==> config.mk <==
export PLATFORM = sky130hd
export DESIGN_NAME = decrypt_keyexp_pipe
export DESIGN_NICKNAME = d
export VERILOG_FILES = /design/src/rtl/decrypt_keyexp_pipe.sv
export SDC_FILE = /design/constraint.sdc
export NUM_CORES = 1
export LEC_CHECK = 0
export BUFFER_PORTS_ARGS = -buffer_cell sky130_fd_sc_hd__buf_2
export CORE_MARGIN = 2
export CORE_UTILIZATION = 55
export CTS_CLUSTER_SIZE = 8
export DETAILED_ROUTE_END_ITERATION = 8
export GPL_TIMING_DRIVEN = 0
export HOLD_SLACK_MARGIN = 0.03
export PLACE_DENSITY = 0.73
export REMOVE_ABC_BUFFERS = 1
export SYNTH_ARGS = -nofsm -noshare
export SYNTH_HDL_FRONTEND = slang
export SYNTH_SLANG_ARGS = --single-unit
export TNS_END_PERCENT = 20
==> constraint.sdc <==
create_clock -name Clk -period 6.7 [get_ports Clk]
set_clock_uncertainty 0.15 [all_clocks]
set_input_delay 1.34 -clock Clk [delete_from_list [all_inputs] [get_ports Clk]]
set_output_delay 1.34 -clock Clk [all_outputs]
set_load 0.005 [all_outputs]
==> src/rtl/decrypt_keyexp_pipe.sv <==
// decrypt_keyexp_pipe: three-stage packet decryptor, plain = cipher - key(seed).
// Key repeats seed segments as {~s,~s,s,s} from LSB upwards, truncated to CIPH_W.
// Ports: Clk, Rst_n (async, active low); in_valid/in_ready/in_pkt {seed,cipher,tag};
//        out_valid/out_ready/out_plain/out_tag; pkt_cnt (delivered, wraps); out_err.
// Option: define DEC_CHK_EN to add the XOR-fold checksum (out_err, internal err_cnt_q);
//         without it out_err is tied 0 and latency is unchanged.
module decrypt_keyexp_pipe #(
   parameter int SEED_W = 11,
   parameter int CIPH_W = 61,
   parameter int TAG_W  = 6,
   parameter int CNT_W  = 16
) (
   input  logic                           Clk,
   input  logic                           Rst_n,
   input  logic                           in_valid,
   output logic                           in_ready,
   input  logic [SEED_W+CIPH_W+TAG_W-1:0] in_pkt,
   output logic                           out_valid,
   input  logic                           out_ready,
   output logic [CIPH_W-1:0]              out_plain,
   output logic [TAG_W-1:0]               out_tag,
   output logic [CNT_W-1:0]               pkt_cnt,
   output logic                           out_err
);
   localparam int PKT_W = SEED_W + CIPH_W + TAG_W;
   localparam int NREP  = (CIPH_W + 4 * SEED_W - 1) / (4 * SEED_W);

   logic              adv;
   logic [CIPH_W-1:0] key;
   logic [CIPH_W-1:0] diff;

   logic              s1_vld_q, s1_vld_d;
   logic [SEED_W-1:0] s1_seed_q, s1_seed_d;
   logic [CIPH_W-1:0] s1_ciph_q, s1_ciph_d;
   logic [TAG_W-1:0]  s1_tag_q, s1_tag_d;

   logic              s2_vld_q, s2_vld_d;
   logic [CIPH_W-1:0] s2_key_q, s2_key_d;
   logic [CIPH_W-1:0] s2_ciph_q, s2_ciph_d;
   logic [TAG_W-1:0]  s2_tag_q, s2_tag_d;

   logic              out_valid_q, out_valid_d;
   logic [CIPH_W-1:0] out_plain_q, out_plain_d;
   logic [TAG_W-1:0]  out_tag_q, out_tag_d;
   logic [CNT_W-1:0]  pkt_cnt_q, pkt_cnt_d;

   // Segment pattern per group of four: seed, seed, ~seed, ~seed (LSB first).
   assign key  = CIPH_W'({NREP{~s1_seed_q, ~s1_seed_q, s1_seed_q, s1_seed_q}});
   // Borrow is dropped: the subtract wraps modulo 2^CIPH_W.
   assign diff = s2_ciph_q - s2_key_q;

   assign adv = !out_valid_q || out_ready;

   always_comb begin
      s1_vld_d    = s1_vld_q;
      s1_seed_d   = s1_seed_q;
      s1_ciph_d   = s1_ciph_q;
      s1_tag_d    = s1_tag_q;
      s2_vld_d    = s2_vld_q;
      s2_key_d    = s2_key_q;
      s2_ciph_d   = s2_ciph_q;
      s2_tag_d    = s2_tag_q;
      out_valid_d = out_valid_q;
      out_plain_d = out_plain_q;
      out_tag_d   = out_tag_q;
      pkt_cnt_d   = pkt_cnt_q;
      if (adv) begin
         s1_vld_d = in_valid;
         if (in_valid) begin
            s1_seed_d = in_pkt[PKT_W-1 -: SEED_W];
            s1_ciph_d = in_pkt[TAG_W +: CIPH_W];
            s1_tag_d  = in_pkt[TAG_W-1:0];
         end
         s2_vld_d = s1_vld_q;
         if (s1_vld_q) begin
            s2_key_d  = key;
            s2_ciph_d = s1_ciph_q;
            s2_tag_d  = s1_tag_q;
         end
         out_valid_d = s2_vld_q;
         if (s2_vld_q) begin
            out_plain_d = diff;
            out_tag_d   = s2_tag_q;
         end
      end
      if (out_valid_q && out_ready) begin
         pkt_cnt_d = pkt_cnt_q + CNT_W'(1);
      end
   end

   always_ff @(posedge Clk or negedge Rst_n) begin
      if (!Rst_n) begin
         s1_vld_q    <= 1'b0;
         s1_seed_q   <= '0;
         s1_ciph_q   <= '0;
         s1_tag_q    <= '0;
         s2_vld_q    <= 1'b0;
         s2_key_q    <= '0;
         s2_ciph_q   <= '0;
         s2_tag_q    <= '0;
         out_valid_q <= 1'b0;
         out_plain_q <= '0;
         out_tag_q   <= '0;
         pkt_cnt_q   <= '0;
      end else begin
         s1_vld_q    <= s1_vld_d;
         s1_seed_q   <= s1_seed_d;
         s1_ciph_q   <= s1_ciph_d;
         s1_tag_q    <= s1_tag_d;
         s2_vld_q    <= s2_vld_d;
         s2_key_q    <= s2_key_d;
         s2_ciph_q   <= s2_ciph_d;
         s2_tag_q    <= s2_tag_d;
         out_valid_q <= out_valid_d;
         out_plain_q <= out_plain_d;
         out_tag_q   <= out_tag_d;
         pkt_cnt_q   <= pkt_cnt_d;
      end
   end

   assign in_ready  = adv;
   assign out_valid = out_valid_q;
   assign out_plain = out_plain_q;
   assign out_tag   = out_tag_q;
   assign pkt_cnt   = pkt_cnt_q;

`ifdef DEC_CHK_EN
   localparam int NCH  = (CIPH_W + TAG_W - 1) / TAG_W;
   localparam int PADW = NCH * TAG_W;

   logic [PADW-1:0]  pad;
   logic [TAG_W-1:0] chk;
   logic             out_err_q, out_err_d;
   logic [CNT_W-1:0] err_cnt_q, err_cnt_d;

   // Fold the plaintext TAG_W bits at a time; the top chunk is zero-padded.
   always_comb begin
      pad = PADW'(diff);
      chk = '0;
      for (int i = 0; i < NCH; i++) begin
         chk = chk ^ pad[i*TAG_W +: TAG_W];
      end
      out_err_d = out_err_q;
      err_cnt_d = err_cnt_q;
      if (adv && s2_vld_q) begin
         out_err_d = (chk != s2_tag_q);
      end
      if (out_valid_q && out_ready && out_err_q) begin
         err_cnt_d = err_cnt_q + CNT_W'(1);
      end
   end

   always_ff @(posedge Clk or negedge Rst_n) begin
      if (!Rst_n) begin
         out_err_q <= 1'b0;
         err_cnt_q <= '0;
      end else begin
         out_err_q <= out_err_d;
         err_cnt_q <= err_cnt_d;
      end
   end

   assign out_err = out_err_q;
`else
   assign out_err = 1'b0;
`endif

endmodule

Word-level counts from Yosys, hierarchy flattened
Cells that the tools add are included.

Bits in registers: 292. Memories kept: 0. Bits in latches: 0. Output and inout port bits: 86. ROM bits: 0. Word-level logic and storage cells: 21. Memory bits (writable): 0.

Add/sub/neg operators: 2. Divide/modulo/power cells: 0. Muxes and demuxes: 0. Bitwise operators: 1. Multiply operators: 0. Shifts and indexed selects: 0. Equal/unequal tests: 0. Reductions and logical operators: 6. Order comparisons: 0.

Operators with widths (number): subtractor 61 bit (1); adder 16 x 1 -> 16 bit, second input constant (1); NOT 11 bit (1); AND reduction 2 bit (3); logical AND 1 bit (1); zero test 1 bit (1); logical OR 1 bit (1).

Depth between registers and ports, before layout
Gate-level depths: netlist of run 1.

Depth in word-level cells: 3. Mapped depth: 13. Mapped depth without buffers: 13.

Least setup slack after synthesis of run 1
No wires, ideal clock.

Kind: input port to flip-flop. Start point: input port out_ready. End point: register s1_ciph_q[1]. Buffers on the path: 3. Slack: 3596 ps. Library setup time: 125 ps. Stages on the path: 6. Required time: 6425 ps. Arrival time: 2829 ps. Cell sequence: nand2b_1 -> buf_2 -> nand2_1 -> buf_1 -> buf_1 -> mux2_2.

Cells in the longest elaborated chain, start to end: 2.

Ends and longest elaborated chain: start, declared (line 19) `input logic out_ready,`; logical OR 1 bit (line 52) `assign adv = !out_valid_q || out_ready;`; via in_ready (line 16) `output logic in_ready,`; AND reduction 2 bit (no source line); end signal, assigned (line 108) `s1_ciph_q <= s1_ciph_d;`; end, declared (line 34) `logic [CIPH_W-1:0] s1_ciph_q, s1_ciph_d;`.

The timed path passes the listed nets, and every way through them passes these cells. A chain may end at the register's enable or synchronous reset.

Final worst setup path of run 1
Start point: register s2_key_q[54]. End point: register out_plain_q[54], in the netlist out_plain[54].

Cells in the longest elaborated chain, start to end: 1.

Ends and longest elaborated chain: start, declared (line 38) `logic [CIPH_W-1:0] s2_key_q, s2_key_d;`; start signal, assigned (line 111) `s2_key_q <= s2_key_d;`; subtractor 61 bit (line 50) `assign diff = s2_ciph_q - s2_key_q;`; end signal, assigned (line 115) `out_plain_q <= out_plain_d;`; end, declared (line 43) `logic [CIPH_W-1:0] out_plain_q, out_plain_d;`.

No other way between the ends.

==> out/metrics.yaml, run 1 <==
status:
  run_status: "finished, final reports clean"
final_layout:
  area_growth_syn_to_layout_pct: 16.22
  instances_no_fill: 1809
  nNetsFinal: 1629
  layout.cells.most_common: "nand2_1"
  mostFrequentLayoutCells: "nand2_1 (330), dfrtp_1 (253), buf_2 (165)"
  drive_above_1_share_pct: 21.71
synthesis:
  syn-cell-area_um2: 12950
  synth-warning-count: 0
  synth_compound_area_share_pct: 13.85
  ys_dominant_reg_cell: "dfrtp_1"
  synth_top_family_by_area: "simple AND/OR/NAND/NOR gates"
  synthCells: 1344
  synth_adder_area_share_pct: 6.047
  synth_top_cell_area_share_pct: 48.88
  muxShareOfSynthArea_pct: 7.477
  flip_flop_and_latch_count_after_synthesis: 253
  synth.distinct_cells: 62
  avgSynthCellArea_um2: 9.637
  synth_enable_flop_cells: 0
  yosysSeqAreaShare_pct: 48.88
  post_synthesis_cell_type_with_the_largest_combined_area: "dfrtp_1"
  async_reset_ff_share_pct: 100.0
  synth_area_in_xor_xnor_pct: 4.869
  yosys.area_share.simple_pct: 15.67
  synth.top_cells.by_area: "dfrtp_1 (49%), nand2_1 (9.7%), mux2_2 (7.5%)"
grt:
  number_of_global_route_vias_before_repair: 9720
  grtUsageMet2_pct: 41.65
  grt_util_met1_pct: 36.49
  grt-busiest-layer: "met2"
  grt_start_max_net_pins: 124
  global_router_s_overall_resource_usage_pct: 26.13
  antenna_found_initial: 2
  met3_usage_pct: 4.708
  global_route_wire_length_before_repair_um: 50870
  grt_remaining_overflow: 0
placed_design:
  dp_cells: 1765
  detailedPlacementHpwl_um: 22340
  number_of_buffers_inserted_by_port_buffering: 166
  finalWeightedCongestion: 0.8861
worst_setup_path:
  worst_path_max_delay_cell: "nor3_1"
  timing.setup.critical_path_class: "flip-flop to flip-flop"
  regToRegSetupSlack_ns: 2.79
  number_of_buffers_and_inverters_on_the_critical_path: 1
  cp-end-kind: "flip-flop"
  path_cells: "inv_1 -> ha_1 -> a21oi_1 -> o21ai_0 -> a21oi_1 -> o221ai_1 -> nor3_2 -> nor4_1 -> nor3_1 -> o21ai_1 -> xnor2_1 -> o21ai_1"
  critical_path.top_delay_family: "simple AND/OR/NAND/NOR gates"
  critical-path-max-stage-delay_ns: 0.64
  required_ns: 6.91
  r2r_cells: 12
  arrival_time_worst_endpoint_ns: 4.13
  worst_setup_path_start_kind: "flip-flop"
  timing.critical_path.depth: 12
  worstReg2RegStart: "s2_key_q[54]"
  timing.critical_path.fanout_max: 6
  rr_endpoint: "out_plain[54]"
sta:
  final_hold_viol_count: 0
  finalSetupViolCount: 0
  worst-slew-pin-transition_ns: 0.8892
  layout_min_cycle_time_ns: 3.913
  setup_tns_ns: 0
  max_slew_margin_pct: 40.72
  maxClockFrequency_ghz: 0.2556
  rsz0062_at_grt: "false"
  slew_viol_final: 0
  layout_worst_path_cycle_share_pct: 58.40
clocking:
  clockBufferDepth: 3
  clock_tree_from_tritoncts: "built"
  depth_of_the_cts_h_tree: 2
  cts_setup_buffers: 0
  worstSkewPairLatency_ns: 0.51
  cts-resized-gates: 0
  clock_pin_transition_on_the_worst_setup_and_hold_timing_paths_ns: 0.06
  cts.sink_count: 253
  root_buf_cell: "clkbuf_16"
  cts_hold_buf: 0
  tritoncts.num_buffers: 37
power_and_ir_drop:
  power_density_nw_per_um2: 589.8
  ir_drop_mv: 0.2995
  power_leakage_nw: 7.278
floorplanning:
  die_height_um: 157.5
  ios: 168
  fp.dieW_um: 157.5
  core_um2: 23260
  initial_core_util_pct: 55.68
  fp.dieArea_um2: 24790
  rows: 56
routing:
  route.final.wire_length_um: 31890
  vias: 10040
  detailedRoute.firstPassIterationCount: 5
  drtAntennaViolNets: 0
  drt_iter0_drc: 657
  drc_violations_left: 0
  routedWlPerCell_um: 17.63
  routed_via_density: 5.550
min_path:
  min-delay-path-class: "flip-flop to flip-flop"
  hold_start: "s1_ciph_q[57]"
  min_delay_worst_endpoint: "s2_ciph_q[57]"
  whs_path_depth: 2
flow_run:
  maxCapViolations: 0
## worst max-delay path by stage
| stage | endpoint | slack, ns | from |
|---|---|---|---|
| detailed placement | out_plain[54] | 2.88 | s2_key_q[59] |
| CTS | out_plain[54] | 2.83 | s2_key_q[59] |
| global route | out_plain[54] | 2.64 | s2_key_q[59] |
| finish | out_plain[54] | 2.79 | s2_key_q[54] |
| global placement | pkt_cnt[15] | -0.33 | Rst_n |
| floorplan | out_plain[53] | 2.49 | out_ready |
## kinds of logic after synthesis
family | after synthesis
flip-flops | 253
other | 1
AO/OA/AOI/OAI | 291
buffers and inverters | 103
multiplexers | 86
AND/OR/NAND/NOR | 476
adder cells (fa/ha/maj) | 62
XOR/XNOR | 72
## cells in the mapped netlist, drive strengths merged (8+ instances only)
cell type / number
xor2: 29
a21o: 24
a21oi: 82
inv: 34
o21ai: 114
and2: 9
o21a: 9
ha: 61
o31ai: 8
nor2: 36
buf: 23
nand3: 21
nand4: 23
dfrtp: 253
nand2b: 13
xnor2: 43
mux2: 86
a21boi: 15
nor3: 14
clkbuf: 46
nand2: 333
## stage by stage
| step | util (%) | power [mW] | hold slack (ns) | instance area (um^2) | setup WS (ns) |
|---|---|---|---|---|---|
| after detailed placement | 60.46 | 7.223 | 0.2962 | 14060 | 2.883 |
| after global routing | 64.69 | 9.586 | 0.3324 | 15050 | 2.638 |
| after floorplan | - | 5.802 | 0.2831 | 12670 | 2.493 |
| final | 64.71 | 8.878 | 0.3086 | 15050 | 2.787 |
| after global placement | 59.75 | 7.165 | 0.2933 | 13900 | -0.3330 |
| after CTS | 64.69 | 8.914 | 0.3074 | 15050 | 2.832 |
## sequential cells by signal, summed over array words and instances (netlist names), 6 cells and up
register / cells
s1_ciph_q: 61
s2_key_q: 22
s1_tag_q: 6
out_plain: 61
s2_tag_q: 6
pkt_cnt: 16
out_tag: 6
s2_ciph_q: 61
s1_seed_q: 11
## report_power, final
part	internal, mW	switching [mW]
clock network	0.988	0.637
logic	1.86	2.90
registers	2.15	0.344
total	5.00	3.88
## tightest hold or removal path: stages (launching register included)
cell and delay (ns):
dfrtp_1 0.33, nand2_1 0.05, nand2_1 0.05
## layout make-up
| type | instances | area [um^2] |
|---|---|---|
| flip-flops and latches | 253 | 6331 |
| fillers | 2007 | 8209 |
| multi-input cells | 988 | 6235 |
| repair buffers | 171 | 970.9 |
| diodes | 2 | 5.005 |
| clock buffers | 39 | 943.4 |
| inverters | 34 | 127.6 |
| well taps | 319 | 399.1 |
| clock inverters | 3 | 41.29 |
## routing by layer
layer  vias up  share of wire, %  wire [um]
met5         -                 0          0
met4         0               3.0        953
met3        64               5.5       1769
met2       288                46      14820
met1      4793                45      14350
li1       4895                 -          -
Power figures use the tool's default switching activity.
==> inputs of run 2 (changes only) <==
Settings changed: CORE_UTILIZATION 55 to 53, PLACE_DENSITY 0.73 to 0.74.
Clock period 6.7 ns to 3.3 ns, I/O delays scaled along.
==> run 2 against run 1 <==
  * The flow now finishes with violations (setup timing)
  * Global-route usage down 0.23 points
  * Critical path depth unchanged
  * Combinational power up 110%
  * Utilization down 1.3 points
  * Non-clock buffer count up 8
  * First-iteration DRC count up 4.4%
==> out/metrics.yaml, run 2 (synthesis results as in run 1) <==
worst_setup_path:
  worst_path_most_repeated_cell: "o21ai_2"
  timing.critical_path.from: "s2_key_q[54]"
  timing.critical_path.fanout_max: 5  # -1
  worstReg2RegStart: "s2_key_q[54]"
  worst_setup_path_start_kind: "flip-flop"
  worst_path_max_delay_cell: "a2111oi_4"
  path_cells: "clkinvlp_4 -> ha_4 -> nand2_1 -> a211o_1 -> a211oi_4 -> o21ai_2 -> a2111oi_4 -> o21ai_2 -> a21oi_2 -> o211ai_2 -> a21o_1 -> a41o_1"
  required_ns: 3.55  # -3.36 ns
  arrival_time_worst_endpoint_ns: 3.57  # -0.56 ns
  cp-end-kind: "flip-flop"
  critical-path-max-stage-delay_ns: 0.38  # -0.26 ns
  timing.setup.critical_path_class: "flip-flop to flip-flop"
floorplanning:
  core_um2: 24180  # +3.9%
  rows: 57  # +1.8%
  ios: 168  # unchanged
  fp.dieW_um: 160.3  # +1.8%
  fp.dieArea_um2: 25710  # +3.7%
  die_height_um: 160.3  # +1.8%
  initial_core_util_pct: 53.57  # -2.1 points
flow_run:
  maxCapViolations: 0  # unchanged
sta:
  max_slew_margin_pct: 40.77  # +0.049 points
  worst-slew-pin-transition_ns: 0.8884  # -0.0007291 ns
  maxClockFrequency_ghz: 0.3011  # +18%
  final.setup.worst_slack_ns: -0.02103  # -2.808 ns
  finalSetupViolCount: 2  # +2
  rsz0062_at_grt: "true"
  slew_viol_final: 0  # unchanged
  layout_worst_path_cycle_share_pct: 100.6  # +42 points
  final_hold_viol_count: 0  # unchanged
  layout_min_cycle_time_ns: 3.321  # -0.5918 ns
clocking:
  cts.sink_count: 253  # unchanged
  worstSkewPairLatency_ns: 0.52  # about the same
  root_buf_cell: "clkbuf_16"
  tritoncts.num_buffers: 37  # unchanged
  depth_of_the_cts_h_tree: 2  # unchanged
  clock_tree_from_tritoncts: "built"
  clockBufferDepth: 3  # unchanged
  clock_pin_transition_on_the_worst_setup_and_hold_timing_paths_ns: 0.05  # about the same
routing:
  route.final.wire_length_um: 32730  # +2.6%
  drtAntennaViolNets: 0  # unchanged
  routedWlPerCell_um: 17.96  # +1.9%
  drc_violations_left: 0  # unchanged
  detailedRoute.firstPassIterationCount: 4  # -1
  vias: 10111  # +0.71%
  drt_iter0_drc: 686  # +4.4%
  routed_via_density: 5.549  # about the same
power_and_ir_drop:
  ir_drop_mv: 0.5465  # +82%
  switching_share_pct: 43.86  # +0.15 points
  clockPowerShare_pct: 17.8  # -0.5 points
  internal-power_mw: 10.42  # +110%
  power_leakage_nw: 7.327  # +0.67%
  power_density_nw_per_um2: 1211  # +110%
  proportion_of_power_drawn_by_flip_flops_and_latches_pct: 27.5  # -0.5 points
  p_total_mw: 18.56  # +110%
  total_switching_power_mw: 8.140  # +110%
  power.combinational.fraction_pct: 54.7  # +1.0 points
final_layout:
  area_growth_syn_to_layout_pct: 18.33
  instances_no_fill: 1822  # +0.72%
  layout.cells.most_common: "nand2_1"
  drive_above_1_share_pct: 24.40  # +2.7 points
  nNetsFinal: 1637  # +0.49%
  mostFrequentLayoutCells: "nand2_1 (330), dfrtp_1 (253), buf_2 (165)"
grt:
  global_route_wire_length_before_repair_um: 53330  # +4.8%
  number_of_global_route_vias_before_repair: 10340  # +6.4%
  grt_remaining_overflow: 0  # unchanged
  grt_start_max_net_pins: 117  # -5.6%
  global_router_s_overall_resource_usage_pct: 25.90  # -0.23 points
  antenna_found_initial: 3  # +1
placed_design:
  dp_cells: 1770  # +0.28%
  number_of_buffers_inserted_by_port_buffering: 166  # unchanged
  finalWeightedCongestion: 0.8865  # about the same
  placement.setup.worst_slack_ns: -0.5584  # -3.441 ns
  detailedPlacementHpwl_um: 22660  # +1.4%
min_path:
  hold_start: "in_pkt[69]"
  min-delay-path-class: "primary input to flip-flop"
status:
  run_status: "finished, violations left"
  violations: "setup timing"
==> run 2: path summary, 6_finish.rpt <==
check | endpoint | slack (ns) | cells after the start
max | out_plain[55] | -0.02 | 12
min | s1_seed_q[2] | 0.22 | 2
max reg2reg | out_plain[55] | -0.02 | 12
min reg2reg | s2_ciph_q[51] | 0.31 | 2
max in group asynchronous | s1_ciph_q[38] | 1.62 | 3
min in group asynchronous | s1_ciph_q[5] | 0.49 | 2
==> run 2: routing by layer <==
| layer | vias to the layer above | GRT usage, % | share of wire, % | wire (um) |
|---|---|---|---|---|
| met1 | 4908 | 35.09 | 45 | 14730 |
| met3 | 60 | 4.726 | 4.8 | 1556 |
| met5 | - | 0 | 0.040 | 13 |
| li1 | 4886 | - | - | - |
| met2 | 255 | 42.74 | 47 | 15530 |
| met4 | 2 | 8.067 | 2.7 | 887 |
==> run 2: cell type report <==
type | count | area, um^2
Tap cell | 324 | 405.4
Sequential cell | 253 | 6331
Multi-Input combinational cell | 988 | 6429
Inverter | 34 | 138.9
Timing Repair Buffer | 179 | 1033
Clock buffer | 39 | 943.4
Clock inverter | 3 | 41.29
Antenna cell | 2 | 5.005
Fill cell | 2015 | 8850
==> run 2: through the flow <==
stage	TNS (ns)	utilization [%]	hold slack [ns]	area (um^2)
floorplan	-6.823	-	0.2144	12670
global placement	-1028.96	57.51	0.2929	13900
detailed placement	-3.179	58.19	0.3015	14070
CTS	0	63.02	0.2041	15240
global route	-0.4997	63.39	0.2080	15320
finish	-0.03087	63.40	0.2184	15330
==> run 2: critical path: cells and delay by family (launching register included) <==
kind	cells	cell delay, ns
AOI/OAI and AO/OA	9	2.01
DFF	1	0.37
adders and majority gates	1	0.37
buffers and inverters	1	0.22
and+or+nand+nor	1	0.08
==> run 2: what timing repair did <==
item | CTS | global route
hold buffers | 1 | 0
hold endpoints to repair | 44 | 0
setup endpoints to repair | 20 | 16
pin swaps | 7 | 5
buffers inserted | 4 | 3
resized for setup | 24 | 20
==> run 2: power groups by stage <==
stage / Clock, mW / Combinational, mW / Sequential (mW)
after CTS: 3.37 / 9.89 / 5.10
after global placement: 0 / 9.47 / 5.07
after detailed placement: 0 / 9.56 / 5.10
after floorplan: 0 / 6.83 / 4.95
after global routing: 3.51 / 11.2 / 5.25
final: 3.30 / 10.1 / 5.11
